==> config.mk <==
export PLATFORM = sky130hd
export DESIGN_NAME = game_flow_ctrl
export DESIGN_NICKNAME = d
export VERILOG_FILES = /design/src/rtl/game_flow_ctrl.sv
export SDC_FILE = /design/constraint.sdc
export NUM_CORES = 1
export LEC_CHECK = 0
export ABC_CLOCK_PERIOD_IN_PS = 2100
export BUFFER_PORTS_ARGS = -buffer_cell sky130_fd_sc_hd__buf_2
export CAP_MARGIN = 10
export CORE_ASPECT_RATIO = 1.75
export CORE_MARGIN = 8
export CORE_UTILIZATION = 35
export CTS_BUF_LIST = sky130_fd_sc_hd__clkbuf_8
export DETAILED_ROUTE_END_ITERATION = 6
export PLACE_DENSITY = 0.68
export SYNTH_ARGS = -nofsm -noshare
export SYNTH_HDL_FRONTEND = slang
export SYNTH_SLANG_ARGS = --single-unit
==> constraint.sdc <==
create_clock -name clk -period 2.1 [get_ports clk]
set_input_delay 0.105 -clock clk [delete_from_list [all_inputs] [get_ports clk]]
set_output_delay 0.105 -clock clk [all_outputs]
set_load 0.005 [all_outputs]
==> src/rtl/game_flow_ctrl.sv <==
// game_flow_ctrl
// Multi-level, multi-player game-flow sequencer for the VGA game top level.
// Turns button edges, a time-base strobe and player positions into the
// game_state / level / timer / freeze / players_reset controls that the
// drawing and player-movement blocks consume. All outputs are registered.
module game_flow_ctrl #(
  parameter int NUM_PLAYERS = 2,
  parameter int NUM_LEVELS  = 4,
  parameter int XPOS_W      = 12,
  parameter int FINISH_X    = 930,
  parameter int TIME_LIMIT  = 6000,
  parameter int INTER_DELAY = 200,
  localparam int LVL_W = ($clog2(NUM_LEVELS) < 1) ? 1 : $clog2(NUM_LEVELS),
  localparam int TMR_W = ($clog2(TIME_LIMIT + 1) < 1) ? 1 : $clog2(TIME_LIMIT + 1)
) (
  input  logic                          clk,
  input  logic                          rst,
  input  logic                          m_left,
  input  logic                          gpio,
  input  logic                          middle,
  input  logic                          tick,
  input  logic [NUM_PLAYERS*XPOS_W-1:0] xpos_players,
  output logic [2:0]                    game_state,
  output logic [LVL_W-1:0]              level,
  output logic [TMR_W-1:0]              timer,
  output logic                          freeze,
  output logic                          players_reset
);

  // Inter-level delay counter only has to reach INTER_DELAY-1.
  localparam int DLY_W = ($clog2(INTER_DELAY) < 1) ? 1 : $clog2(INTER_DELAY);

  localparam logic [LVL_W-1:0]  LVL_LAST  = LVL_W'(NUM_LEVELS - 1);
  localparam logic [LVL_W-1:0]  LVL_ONE   = LVL_W'(1);
  localparam logic [TMR_W-1:0]  TMR_LAST  = TMR_W'(TIME_LIMIT - 1);
  localparam logic [TMR_W-1:0]  TMR_LIMIT = TMR_W'(TIME_LIMIT);
  localparam logic [TMR_W-1:0]  TMR_ONE   = TMR_W'(1);
  localparam logic [TMR_W-1:0]  TMR_MAX   = {TMR_W{1'b1}};
  localparam logic [DLY_W-1:0]  DLY_LAST  = DLY_W'(INTER_DELAY - 1);
  localparam logic [DLY_W-1:0]  DLY_ONE   = DLY_W'(1);
  localparam logic [XPOS_W-1:0] FINISH_XV = XPOS_W'(FINISH_X);

  typedef enum logic [2:0] {
    ST_START      = 3'd0,
    ST_PLAYING    = 3'd1,
    ST_PAUSED     = 3'd2,
    ST_LEVEL_DONE = 3'd3,
    ST_FINISH     = 3'd4,
    ST_GAME_OVER  = 3'd5
  } state_t;

  state_t           r_state;
  logic [LVL_W-1:0] r_level;
  logic [TMR_W-1:0] r_timer;
  logic [DLY_W-1:0] r_dly;
  logic             r_freeze;
  logic             r_players_reset;

  // Edge-detect history; r_armed masks the first cycle after reset so a
  // button already held at reset release does not count as a press.
  logic r_armed;
  logic r_start_q;
  logic r_mid_q;

  logic w_start_lvl;
  logic w_start_ev;
  logic w_mid_ev;
  logic w_arrived;
  logic w_tmo;

  assign w_start_lvl = m_left | gpio;
  assign w_start_ev  = r_armed & w_start_lvl & ~r_start_q;
  assign w_mid_ev    = r_armed & middle & ~r_mid_q;

  // Timeout fires on the tick that would bring the timer to TIME_LIMIT.
  assign w_tmo = (TIME_LIMIT != 0) && tick && (r_timer == TMR_LAST);

  // All players must be at or beyond the finish line (unsigned compare).
  always_comb begin
    w_arrived = 1'b1;
    for (int i = 0; i < NUM_PLAYERS; i++) begin
      if (xpos_players[i*XPOS_W +: XPOS_W] < FINISH_XV) begin
        w_arrived = 1'b0;
      end
    end
  end

  // Register the previous button levels for rising-edge detection.
  always_ff @(posedge clk or negedge rst) begin
    if (!rst) begin
      r_armed   <= 1'b0;
      r_start_q <= 1'b0;
      r_mid_q   <= 1'b0;
    end else begin
      r_armed   <= 1'b1;
      r_start_q <= w_start_lvl;
      r_mid_q   <= middle;
    end
  end

  // Game-flow FSM with registered level, timer, freeze and reset strobe.
  always_ff @(posedge clk or negedge rst) begin
    if (!rst) begin
      r_state         <= ST_START;
      r_level         <= '0;
      r_timer         <= '0;
      r_dly           <= '0;
      r_freeze        <= 1'b1;
      r_players_reset <= 1'b0;
    end else begin
      r_players_reset <= 1'b0;
      case (r_state)
        ST_START: begin
          if (w_start_ev) begin
            r_state         <= ST_PLAYING;
            r_level         <= '0;
            r_timer         <= '0;
            r_freeze        <= 1'b0;
            r_players_reset <= 1'b1;
          end
        end

        ST_PLAYING: begin
          // Arrival beats timeout; both beat a pause request, start is ignored.
          if (w_arrived && (r_level == LVL_LAST)) begin
            r_state  <= ST_FINISH;
            r_freeze <= 1'b1;
          end else if (w_arrived) begin
            r_state  <= ST_LEVEL_DONE;
            r_dly    <= '0;
            r_freeze <= 1'b1;
          end else if (w_tmo) begin
            r_state  <= ST_GAME_OVER;
            r_timer  <= TMR_LIMIT;
            r_freeze <= 1'b1;
          end else if (w_mid_ev) begin
            r_state  <= ST_PAUSED;
            r_freeze <= 1'b1;
          end else if (tick && (r_timer != TMR_MAX)) begin
            r_timer <= r_timer + TMR_ONE;
          end
        end

        ST_PAUSED: begin
          // Timer, ticks and arrival are all frozen while paused.
          if (w_mid_ev) begin
            r_state  <= ST_PLAYING;
            r_freeze <= 1'b0;
          end
        end

        ST_LEVEL_DONE: begin
          if (tick) begin
            if (r_dly == DLY_LAST) begin
              r_state         <= ST_PLAYING;
              r_level         <= r_level + LVL_ONE;
              r_timer         <= '0;
              r_dly           <= '0;
              r_freeze        <= 1'b0;
              r_players_reset <= 1'b1;
            end else begin
              r_dly <= r_dly + DLY_ONE;
            end
          end
        end

        ST_FINISH, ST_GAME_OVER: begin
          // Final outcome holds level and timer until a restart request.
          if (w_mid_ev) begin
            r_state         <= ST_START;
            r_level         <= '0;
            r_timer         <= '0;
            r_freeze        <= 1'b1;
            r_players_reset <= 1'b1;
          end
        end

        default: begin
          r_state  <= ST_START;
          r_level  <= '0;
          r_timer  <= '0;
          r_dly    <= '0;
          r_freeze <= 1'b1;
        end
      endcase
    end
  end

  assign game_state    = r_state;
  assign level         = r_level;
  assign timer         = r_timer;
  assign freeze        = r_freeze;
  assign players_reset = r_players_reset;

endmodule

# Word level (Yosys, flattened, before mapping)
# Index checks and enable logic that the tools add are counted.
# word_totals
regBits,31
in_bits,30
out_inout_bits,20
elab_cells,102
# classes
add_sub_neg,3
magnitude_cmp,2
eq_ne,20
muxes,46
n_bitwise,10
reduce_logical,12
# op_table
op,n
$mux 13,9
$pmux 13 s5,1
$mux 8,4
$mux 3,9
$lt 12x10->1 const B,2
$pmux 8 s3,1
$ne 2x2->1 const B,8
$pmux 3 s5,1
$mux 1,14
$add 13x1->13 const B,1
$eq 13x13->1 const B,1
$ne 13x13->1 const B,1
$reduce_and 9->1,1
$add 8x1->8 const B,1
$eq 8x8->1 const B,1
$mux 2,4
$pmux 2 s4,1
$reduce_and 4->1,2
$eq 3x2->1 const B,2
$eq 3x3->1 const B,2
$ne 3x3->1 const B,2
$reduce_and 6->1,1
$ne 5x5->1 const B,1
$not 1->1,5
other kinds (12),18

# Depth between registers and ports, before layout
# Gate-level depths: netlist of the first run.
# logic_depth
ltp_word,8
depth_mapped,7
ltp_nobuf,6

# Least setup slack after synthesis of the first run
# OpenSTA, ideal clock, no wires.
# synth_path
kind,register -> register
start,reg r_timer[4] (netlist: timer[4])
end,reg r_timer[9] (netlist: timer[9])
setup_ns,0.087
t_arrival_ns,2.031
required_time_ns,2.013
setup_slack_ns,-0.018
path_stages_with_launch,6
n_path_buf,0
period_less_slack_ns,2.118
cell_sequence,dfrtp_1 or4b_4 nor4_4 o21ba_4 or4_1 o211ai_1
# synth_via
elab_chain_cells,7
elab_cells_between_ends,14
cone_classes,add/sub: 1; eq/ne: 4; mux: 6; reduce/logical: 3
# synth_rtl
item,line_no,source
start: declaration,54,logic [TMR_W-1:0] r_timer;
start signal: assignment,140,r_timer <= r_timer + TMR_ONE;
$add 13x1->13,140,
$mux 13,139,end else if (tick && (r_timer != TMR_MAX)) begin
$mux 13,136,end else if (w_mid_ev) begin
$mux 13,132,end else if (w_tmo) begin
$mux 13,128,end else if (w_arrived) begin
$mux 13,125,if (w_arrived && (r_level == LVL_LAST)) begin
$pmux 13 s5,112,case (r_state)
# Several ways; a longest one is shown, not always the timed one. The select of a mux whose other input is x is not followed.
# A chain may end at the register's enable or synchronous reset.

# Worst setup path after layout of the first run
# layout_path
start,reg r_timer[4] (netlist: timer[4])
end,reg r_state[1] (netlist: game_state[1])
# layout_via
elab_chain_cells,6
elab_cells_between_ends,8
cone_classes,eq/ne: 2; mux: 4; reduce/logical: 2
# layout_rtl
item,line_no,source
$eq 13x13->1 *,76,assign w_tmo = (TIME_LIMIT != 0) && tick && (r_timer == TMR_LAST);
$logic_and 1x1->1 *,76,
$mux 3,132,
$mux 3,128,
$mux 3,125,
$pmux 3 s5,112,
end signal: assignment,126,r_state <= ST_FINISH;
end signal: assignment,129,r_state <= ST_LEVEL_DONE;
end signal: assignment,133,r_state <= ST_GAME_OVER;
end: declaration,52,state_t r_state;
# Every way passes the cells marked *; elsewhere a longest branch is shown, timed or not.

==> results of run 1 <==
## worst reg2reg max path: cells and delay by family, from the launching register on
kind                   cells  cell delay, ps
AO/OA/AOI/OAI              1             270
AND/OR/NAND/NOR            3             830
multiplexers               1             260
flip-flops                 1             380
buffers and inverters      1             190
## registers in the layout, indices dropped and copies added (netlist names)
name / cells
players_reset: 1
r_armed: 1
level: 2
r_mid_q: 1
r_dly: 8
freeze: 1
game_state: 3
r_start_q: 1
timer: 13
## area by class of cell
type | instances | area share (%)
multi-input combinational | 183 | 45.4
sequential | 31 | 29.9
timing repair buffer | 73 | 16.8
tap | 76 | 3.66
clock buffer | 6 | 3.18
inverter | 5 | 0.723
clock inverter | 2 | 0.338
## worst max path at each step
stage | depth (start not counted) | end
after floorplan | 5 | timer[9]
after global placement | 6 | timer[9]
after detailed placement | 7 | timer[3]
after CTS | 7 | timer[3]
after global routing | 7 | game_state[1]
final | 6 | game_state[1]
## synth_stat cells (all sizes together) (5+ instances only)
library cell and n:
and3 6, dfrtp 30, inv 5, a31oi 7, o21ai 12, nand3 15, nand4 9, a21oi 10
nor2 19, nor3 5, o211ai 6, nand2 23, clkbuf 7
## cells in the final DEF, fill, tap and decap left out, types with 7 or more instances in the layout
cell / count
nor2_1: 19
o21ai_0: 12
buf_4: 24
nand4_1: 9
dfrtp_1: 30
nand2_1: 23
buf_2: 47
nand3_1: 15
a21oi_1: 10
a31oi_1: 7
## where the power goes
| part | switching, uW | internal, uW |
|---|---|---|
| clock network | 232 | 259 |
| logic | 646 | 511 |
| registers | 142 | 726 |
| total | 1020 | 1500 |
## per-stage QoR
| stage | TNS, ps | power (uW) | hold slack, ps |
|---|---|---|---|
| floorplan | -17.6 | 1510 | -191 |
| global placement | 0 | 2010 | 204 |
| detailed placement | 0 | 2030 | 198 |
| CTS | 0 | 2530 | 30.0 |
| global route | -12.7 | 2700 | 37.0 |
| finish | 0 | 2520 | 38.3 |
## cells by family (layout without fill, tap and decap cells)
group                    count (synthesis)  in the layout  synth area share [%]
AO/OA/AOI/OAI                           70             70                  25.1
multiplexers                             2              2                  1.13
flip-flops                              31             31                  39.0
buffers and inverters                   14             86                  2.76
adder cells (fa/ha/maj)                  3              3                  1.88
AND/OR/NAND/NOR                        107            107                  29.9
other                                    1              1                 0.188
## per-layer routing
| layer | wire length, um | part of all wire (%) |
|---|---|---|
| met1 | 2260 | 37 |
| met2 | 3500 | 57 |
| met5 | 0 | 0 |
| met4 | 175 | 2.8 |
| met3 | 231 | 3.7 |
## timing repair
action	in CTS	in global routing
endpoints found under the hold margin	31	0
hold buffers	2	0
setup endpoints to repair	0	4
resized for setup	0	4
==> implementation parameters, run 1 <==
Parameter                              Value

Run status
  Status ... finished clean

Yosys
  Sequential fraction of the synthesis area ... 39.0%
  Total nets after synthesis ... 261
  Number of instances in the synthesized netlist ... 228
  Yosys warnings ... 0
  Mapped Area ... 1990 um^2
  Total of flip-flops plus latches after synthesis ... 31
  Leading cell types by total area after synthesis ... dfrtp_1 (38%), nand2_1 (4.3%), nand3_1 (3.8%)
  Share of Yosys cell area claimed by the top area cell type ... about 38%
  Average footprint of a synthesized cell ... between 8 and 9 um^2
  Cell type with the highest aggregate area in the netlist ... dfrtp_1
  Number of enable flip-flop cells after synthesis ... 0
  Share of flip-flops with an asynchronous set or reset ... 100%
  Post-synthesis cell type count ... 52
  Most used DFF post-synth ... dfrtp_1

GRT
  Fraction of met1 tracks used by global routing ... between 10 and 15%
  Most Used Layer, Global Route ... met2
  Total Routing Usage GR ... between 10% and 20%
  Number of global-route vias before repair ... 2110
  GR Layer Usage met3 ... 3.21%
  Largest net degree at the start of global routing ... 32
  First-pass GRT wire length ... a little under 10000 um
  Global-route track usage on met2 ... between 20% and 30%
  Overflow after GRT ... 0
  Antenna violations before repair ... 0

Critical path
  Largest delay contributor family on the critical path ... simple AND/OR/NAND/NOR gates
  Critical path capture point type ... flip-flop
  Cell count of the worst reg-to-reg path ... 6
  Source of the worst register-to-register timing path ... timer[4]
  Crit path kind ... reg -> reg
  Worst EP arrival ... approximately 2200 ps
  Max stage delay cell, worst path ... or4b_4
  Largest stage delay on the critical path ... approximately 550 ps
  FF-to-FF End ... game_state[1]
  Buf+Inv Stages, Crit Path ... 1
  Register-to-register path setup slack ... 60 ps
  CP Launch Point ... timer[4]
  Highest net fanout along the worst path ... 5
  Crit path required time ... ~2300 ps
  Kind of start point of the critical path ... flip-flop
  Cell chain of the critical path ... or4b_4 > nor4_4 > buf_4 > a21boi_2 > nor3_1 > mux2_2

Finish
  Net count of the finished layout ... around 330
  Footprint of the multi-input gates ... ~1200 um^2
  Post-route design area ... about 2600 um^2
  Layout overhead on the synthesized area ... 30.3%
  Final Non-Filler Cells ... 376
  Sequential cell area in the final layout ... 777 um^2
  Share of the core filled with cells in the final layout ... between 40 and 50%
  Fillers ... between 500 and 600
  Proportion of layout cells with a drive suffix above 1 ... 32.0%
  Number of diodes added for antenna fixing ... 0

STA
  Final setup viols ... 0
  Share of the clock period used by the worst path ... 97.3%
  Worst max-slew margin expressed relative to the limit ... ~52%
  Clock skew ... 8.62 ps
  Smallest setup slack after layout ... about 57 ps
  RSZ-0062 raised after global routing ... true
  Final Hold Vio Count ... 0
  Top achievable clock speed ... 490 MHz
  Max Slew Vio Count ... 0
  Minimum period implied by the final worst setup slack ... 2040 ps
  Worst slew pin tran ... about 720 ps

Place
  Pre-CTS setup slack ... ~47 ps
  I/O Buffers ... 47
  Number of placed cells counting well taps ... about 370
  DP Wirelength ... 4730 um
  Gpl congestion ... roughly 0.94
  Cell area after placement ... about 2500 um^2

Floorplanning
  Ports placed on the boundary ... 50
  Number of rows in the core area ... 36
  Vert. Die Dim ... 116 um
  Die width ... approximately 73 um
  Initial Util ... a little over a third
  Area of the die ... around 8500 um^2
  Core ar. ... approximately 5500 um^2

Clock network
  Worst-case clock buffer depth ... 2
  Root Driver ... clkbuf_8
  # clock sinks ... 31
  Number of setup buffers added after CTS ... 0
  Level count of the clock H-tree ... 2
  Clock tree from TritonCTS ... yes
  Num CTS Buffers ... 5
  Latest clock arrival within the worst-skew pair ... between 200 and 300 ps
  Clock transition at path regs ... roughly 70 ps

Pwr
  P per Cell Area ... 970 nW/um^2
  Leak ... roughly 0.0012 uW
  Max VDD drop ... 0.566 mV

Hold path
  Class of the tightest hold or removal check ... in -> reg
  Hold Path Origin ... m_left
  Hold EP ... r_start_q
  Hold depth ... 2

Route
  Antenna Violating Nets Remaining ... 0
  Drt wl/cell ... ~16 um
  TritonRoute pass-1 iters ... 4
  DRC marker count from the first detailed-route iteration ... ~110
  Detailed-route DRC error count ... 0
  Via-to-Cell Ratio ... ~5.6
  WL final ... between 6000 and 7000 um
  Via count ... 2115

Flow run
  Max_cap viols ... 0
Note: power is estimated with default switching activity, not from simulation.
==> run 2, diff against run 1 <==
--- a/config.mk
+++ b/config.mk
@@ -5,7 +5,7 @@
 export SDC_FILE = /design/constraint.sdc
 export NUM_CORES = 1
 export LEC_CHECK = 0
-export ABC_CLOCK_PERIOD_IN_PS = 2100
+export ABC_CLOCK_PERIOD_IN_PS = 2000
 export BUFFER_PORTS_ARGS = -buffer_cell sky130_fd_sc_hd__buf_2
 export CAP_MARGIN = 10
 export CORE_ASPECT_RATIO = 1.75
@@ -13,7 +13,7 @@
 export CORE_UTILIZATION = 35
 export CTS_BUF_LIST = sky130_fd_sc_hd__clkbuf_8
 export DETAILED_ROUTE_END_ITERATION = 6
-export PLACE_DENSITY = 0.68
+export PLACE_DENSITY = 0.65
 export SYNTH_ARGS = -nofsm -noshare
 export SYNTH_HDL_FRONTEND = slang
 export SYNTH_SLANG_ARGS = --single-unit
==> constraint.sdc (replaced) <==
create_clock -name clk -period 2 [get_ports clk]
set_input_delay 0.1 -clock clk [delete_from_list [all_inputs] [get_ports clk]]
set_output_delay 0.1 -clock clk [all_outputs]
set_load 0.005 [all_outputs]
==> run 2 against run 1 <==
- the flow now finishes with violations (negative setup slack)
- die area unchanged
- utilization increased by 2.3 points
- setup slack got worse by 63 ps
- critical path depth decreased by 1
- sequential cell count unchanged
- first-iteration DRC count increased by 17%
- critical path type unchanged
==> implementation parameters, run 2 (synthesized netlist as in run 1, its figures left out) <==
Parameter                              Value

Run status
  Status ... finished with violations
  Violations in the final reports ... negative setup slack

Floorplanning
  Area of the die ... 8460 um^2 (unchanged)
  Die width ... 73.0 um (unchanged)
  Core ar. ... 5540 um^2 (unchanged)
  Vert. Die Dim ... 116 um (unchanged)
  Number of rows in the core area ... 36 (unchanged)
  Initial Util ... 36.0% (unchanged)
  Ports placed on the boundary ... 50 (unchanged)

Critical path
  FF-to-FF End ... timer[9]
  Source of the worst register-to-register timing path ... timer[7]
  Largest stage delay on the critical path ... 550 ps (about the same)
  Critical path capture point type ... flip-flop
  Kind of start point of the critical path ... flip-flop
  Highest net fanout along the worst path ... 6 (+1)
  Crit path kind ... reg -> reg
  Max stage delay cell, worst path ... or4b_4
  Cell chain of the critical path ... or4b_4 > nor4_4 > o21ba_4 > or4_1 > o211ai_1
  Crit path required time ... 2220 ps (-50 ps)
  Cell count of the worst reg-to-reg path ... 5 (-1)
  Register-to-register path setup slack ... -5 ps (-60 ps)
  Worst EP arrival ... 2220 ps (about the same)

STA
  Max Slew Vio Count ... 0 (unchanged)
  Worst slew pin tran ... 711 ps (-14.3 ps)
  Worst max-slew margin expressed relative to the limit ... 52.6% (+0.95 points)
  Smallest setup slack after layout ... -5.15 ps (-62.6 ps)
  Share of the clock period used by the worst path ... 100% (+3.0 points)
  Clock skew ... 9.04 ps (+0.420 ps)
  Minimum period implied by the final worst setup slack ... 2010 ps (-37.4 ps)
  Final setup viols ... 2 (+2)
  Final Hold Vio Count ... 0 (unchanged)
  RSZ-0062 raised after global routing ... true
  Top achievable clock speed ... 499 MHz (+1.9%)

Place
  I/O Buffers ... 47 (unchanged)
  Pre-CTS setup slack ... -118 ps (-165 ps)
  DP Wirelength ... 4890 um (+3.3%)
  Cell area after placement ... 2520 um^2 (+2.1%)
  Gpl congestion ... 0.898 (-4.7%)

Route
  Via count ... 2158 (+2.0%)
  Via-to-Cell Ratio ... 5.61 (-0.35%)
  WL final ... 6410 um (+3.8%)
  Drt wl/cell ... 16.6 um (+1.4%)
  TritonRoute pass-1 iters ... 4 (unchanged)
  DRC marker count from the first detailed-route iteration ... 128 (+17%)
  Antenna Violating Nets Remaining ... 0 (unchanged)
  Detailed-route DRC error count ... 0 (unchanged)

Clock network
  Root Driver ... clkbuf_8
  Level count of the clock H-tree ... 2 (unchanged)
  Worst-case clock buffer depth ... 2 (unchanged)
  # clock sinks ... 31 (unchanged)
  Clock transition at path regs ... 70 ps (about the same)
  Clock tree from TritonCTS ... yes
  Num CTS Buffers ... 5 (unchanged)
  Latest clock arrival within the worst-skew pair ... 290 ps (about the same)

Hold path
  Hold Path Origin ... m_left
  Hold depth ... 2 (unchanged)
  Hold EP ... r_start_q
  Class of the tightest hold or removal check ... in -> reg

Finish
  Largest register FFs ... 13 (unchanged)
  Proportion of layout cells with a drive suffix above 1 ... 36.2% (+4.2 points)
  Layout overhead on the synthesized area ... 36.6%
  Fillers ... 558 (-1.8%)
  Net count of the finished layout ... 341 (+2.7%)
  Commonest non-fill, non-tap cell in the layout ... buf_2
  Most frequent cells in the layout ... buf_2 (47), buf_4 (33), dfrtp_1 (28)
  Number of diodes added for antenna fixing ... 0 (unchanged)
  Post-route design area ... 2720 um^2 (+4.8%)

Pwr
  Switching power ... 1110 uW (+8.8%)
  Max VDD drop ... 0.424 mV (-25%)
  P per Cell Area ... 1060 nW/um^2 (+8.9%)
  Leak ... 0.00127 uW (+5.8%)
  Cell internal power dissipation ... 1760 uW (+18%)
  Clock power frac ... 22.6% (+3.1 points)
  Sequential fraction of design power ... 31.2% (-3.3 points)
  Logic gate share of total power ... 46.2% (+0.2 points)
  Switching part of the total ... 38.7% (-1.9 points)

Flow run
  Max_cap viols ... 0 (unchanged)

GRT
  First-pass GRT wire length ... 10300 um (+5.4%)
  Number of global-route vias before repair ... 2198 (+4.2%)
  Antenna violations before repair ... 0 (unchanged)
  Largest net degree at the start of global routing ... 32 (unchanged)
  Total Routing Usage GR ... 15.6% (+0.78 points)
  Overflow after GRT ... 0 (unchanged)
run 2: changes by cell type in the layout (fill, tap and decap cells not counted), sizes merged:
cell    before  now
inv          6    5
bufinv       0    1
buf         71   80
run 2: power groups by stage:
stage	Combinational (uW)	Clock (uW)	Sequential, uW
final	1330	649	898
after global routing	1450	698	924
after CTS	1310	668	892
after detailed placement	1300	0	901
after global placement	1290	0	897
after floorplan	677	0	912
run 2: cell type report:
cell class | count | area [um^2] | area share, %
Clock inverter | 2 | 35.0 | 1.29
Clock buffer | 6 | 82.6 | 3.04
Sequential cell | 31 | 779 | 28.7
Timing Repair Buffer | 82 | 503 | 18.5
Tap cell | 76 | 95.1 | 3.50
Inverter | 5 | 18.8 | 0.690
Multi-Input combinational cell | 183 | 1210 | 44.3
run 2: timing repair:
action	CTS	global route
pin swaps	3	2
gates resized for setup	5	8
setup endpoints to repair	13	13
hold endpoints to repair	31	0
buffers inserted	0	2
gates cloned	0	0
hold buffers	2	0
run 2: worst max-delay path by stage:
stage              start       end  depth (start not counted)
2_1_floorplan  timer[11]  timer[9]                          5
3_3_place_gp    timer[0]  timer[5]                          6
3_5_place_dp    timer[0]  timer[5]                          6
4_1_cts         timer[7]  timer[9]                          5
5_1_grt         timer[7]  timer[9]                          5
6_report        timer[7]  timer[9]                          5
run 2: worst max-delay path, delay by kind of cell, from the launching register on:
kind	cells	cell delay, ps
AO/OA/AOI/OAI	2	320
flip-flops	1	380
AND/OR/NAND/NOR	3	1220
run 2: stage by stage:
step                power, uW  instances  hold slack, ps  TNS (ps)  util, %
finish                   2870        385            42.9     -5.34     49.1
floorplan                1590        228            -196      -305        -
detailed placement       2210        373             192      -841     45.5
CTS                      2870        383            41.8     -6.96     48.3
global route             3080        385            47.3      -453     49.1
global placement         2190        373             191      -604     45.5
run 2: layer usage:
metal / track usage [%] / vias up / part of all wire (%)
met4: 9.27 / 0 / 4.2
met3: 2.60 / 20 / 4.2
met5: 0 / - / 0
li1: - / 1046 / -
met1: 15.0 / 1027 / 35
met2: 29.6 / 65 / 56
==> run 3, diff against run 2 <==
--- a/config.mk
+++ b/config.mk
@@ -13,7 +13,8 @@
 export CORE_UTILIZATION = 35
 export CTS_BUF_LIST = sky130_fd_sc_hd__clkbuf_8
 export DETAILED_ROUTE_END_ITERATION = 6
-export PLACE_DENSITY = 0.65
+export PLACE_DENSITY_LB_ADDON = 0.15
+export SKIP_CTS_REPAIR_TIMING = 1
 export SYNTH_ARGS = -nofsm -noshare
 export SYNTH_HDL_FRONTEND = slang
 export SYNTH_SLANG_ARGS = --single-unit
==> run 3 against run 2 <==
- the flow now finishes without violations
- wire length grew 5.2%
- combinational power is essentially flat
- worst hold slack lost 15 ps
- global-route usage grew 1.1 points
- count of clock-buffer cells in the layout grew 1
- non-clock buffer count grew 6
- highest routed layer unchanged
- register-to-register slack gained 20 ps
- clock skew is essentially flat
==> implementation parameters, run 3 (synthesized netlist as in run 1, its figures left out) <==
Parameter                              Value

Route
  Detailed-route DRC error count ... 0 (unchanged)
  Via-to-Cell Ratio ... 5.57 (-0.62%)
  WL final ... 6740 um (+5.2%)
  Antenna Violating Nets Remaining ... 0 (unchanged)
  DRC marker count from the first detailed-route iteration ... 177 (+38%)
  Drt wl/cell ... 17.2 um (+3.5%)
  TritonRoute pass-1 iters ... 4 (unchanged)
  Via count ... 2178 (+0.93%)

Clock network
  Num CTS Buffers ... 5 (unchanged)
  Worst-case clock buffer depth ... 2 (unchanged)
  Clock transition at path regs ... 70 ps (about the same)
  # clock sinks ... 31 (unchanged)
  Level count of the clock H-tree ... 2 (unchanged)
  Root Driver ... clkbuf_8
  Clock tree from TritonCTS ... yes
  Latest clock arrival within the worst-skew pair ... 290 ps (about the same)

Finish
  Share of the core filled with cells in the final layout ... 49.8% (+0.68 points)
  Footprint of the multi-input gates ... 1210 um^2 (+0.73%)
  Number of diodes added for antenna fixing ... 0 (unchanged)
  Fillers ... 549 (-1.6%)
  Layout overhead on the synthesized area ... 38.4%
  Net count of the finished layout ... 347 (+1.8%)
  Most frequent cells in the layout ... buf_2 (47), buf_4 (38), dfrtp_1 (30)
  Largest register FFs ... 13 (unchanged)
  Proportion of layout cells with a drive suffix above 1 ... 36.8% (+0.58 points)
  Commonest non-fill, non-tap cell in the layout ... buf_2
  Sequential cell area in the final layout ... 777 um^2 (-0.32%)

Floorplanning
  Core ar. ... 5540 um^2 (unchanged)
  Vert. Die Dim ... 116 um (unchanged)
  Number of rows in the core area ... 36 (unchanged)
  Ports placed on the boundary ... 50 (unchanged)
  Initial Util ... 36.0% (unchanged)
  Die width ... 73.0 um (unchanged)
  Area of the die ... 8460 um^2 (unchanged)

GRT
  First-pass GRT wire length ... 11000 um (+6.1%)
  Number of global-route vias before repair ... 2309 (+5.1%)
  Antenna violations before repair ... 0 (unchanged)
  Overflow after GRT ... 0 (unchanged)
  Total Routing Usage GR ... 16.7% (+1.1 points)
  Largest net degree at the start of global routing ... 32 (unchanged)

Critical path
  Kind of start point of the critical path ... flip-flop
  Critical path capture point type ... flip-flop
  Crit path required time ... 2170 ps (-50 ps)
  Worst EP arrival ... 2150 ps (-70 ps)
  Highest net fanout along the worst path ... 4 (-2)
  Crit path kind ... reg -> reg

Flow run
  Max_cap viols ... 0 (unchanged)

Hold path
  Class of the tightest hold or removal check ... in -> reg

STA
  Worst max-slew margin expressed relative to the limit ... 50.5% (-2.1 points)
  Minimum period implied by the final worst setup slack ... 1990 ps (-17.4 ps)
  Top achievable clock speed ... 503 MHz (+0.87%)
  Worst slew pin tran ... 742 ps (+31.3 ps)
  Final Hold Vio Count ... 0 (unchanged)
  Max Slew Vio Count ... 0 (unchanged)
  Share of the clock period used by the worst path ... 99.4% (-0.87 points)
  Clock skew ... 8.63 ps (-0.410 ps)
  Smallest setup slack after layout ... 12.2 ps (+17.4 ps)
  Final setup viols ... 0 (-2)
  RSZ-0062 raised after global routing ... true

Place
  Gpl congestion ... 0.879 (-2.0%)
  DP Wirelength ... 5270 um (+7.8%)
  I/O Buffers ... 47 (unchanged)
  Pre-CTS setup slack ... -81.4 ps (+37.0 ps)

Pwr
  Leak ... 0.00129 uW (+1.9%)
  P per Cell Area ... 1020 nW/um^2 (-3.0%)
  Max VDD drop ... 0.521 mV (+23%)

Run status
  Status ... finished clean
run 3: cell count changes in the layout (fill, tap and decap cells not counted), sizes merged:
cell and delta:
buf +6, bufinv -1, clkbuf +1, clkinv -1, inv +1
run 3: final timing paths:
| path | start | to | slack (ps) | cells after the start |
|---|---|---|---|---|
| max | timer[7] | game_state[1] | 10 | 6 |
| min | m_left | r_start_q | 30 | 2 |
| max reg2reg | timer[7] | game_state[1] | 10 | 6 |
| min reg2reg | freeze | freeze | 500 | 2 |
| max in group asynchronous | rst | game_state[1] | 1110 | 2 |
| min in group asynchronous | rst | timer[7] | 410 | 2 |
run 3: worst max-delay path, stage by stage, from the launching register on:
cell	delay, ps
dfrtp_1	380
or4b_4	550
nor4_4	240
buf_4	190
a21boi_4	190
nor3_1	60
mux2_4	250
run 3: cell type report:
type	count	share of cell area [%]
repair buffers	88	20.0
inverters	5	0.681
clock inverters	1	0.136
multi-input cells	183	44.1
clock buffers	7	3.49
flip-flops and latches	31	28.2
well taps	76	3.45
run 3: metrics by stage:
| stage | area, um^2 | setup TNS, ps | power [uW] | hold WS, ps | std cells |
|---|---|---|---|---|---|
| floorplan | 1990 | -305 | 1590 | -196 | 228 |
| global placement | 2570 | -136 | 2230 | 207 | 380 |
| detailed placement | 2570 | -306 | 2240 | 201 | 380 |
| CTS | 2670 | -484 | 2790 | -105 | 388 |
| global route | 2760 | -312 | 3040 | 31.4 | 391 |
| finish | 2760 | 0 | 2830 | 28.1 | 391 |
run 3: per-layer routing:
metal | part of all wire [%] | GRT usage, % | up-vias
met5 | 0 | 0 | -
met4 | 3.1 | 9.01 | 0
met3 | 5.0 | 3.55 | 16
met2 | 58 | 32.1 | 64
met1 | 34 | 15.6 | 1044
li1 | - | - | 1054
run 3: report_power, final:
group	internal, uW	total (uW)	switching [uW]	leakage, uW
Sequential	762	921	159	0.000413
Clock	309	554	245	0.0000557
Combinational	622	1350	729	0.000824
Total	1690	2830	1130	0.00129
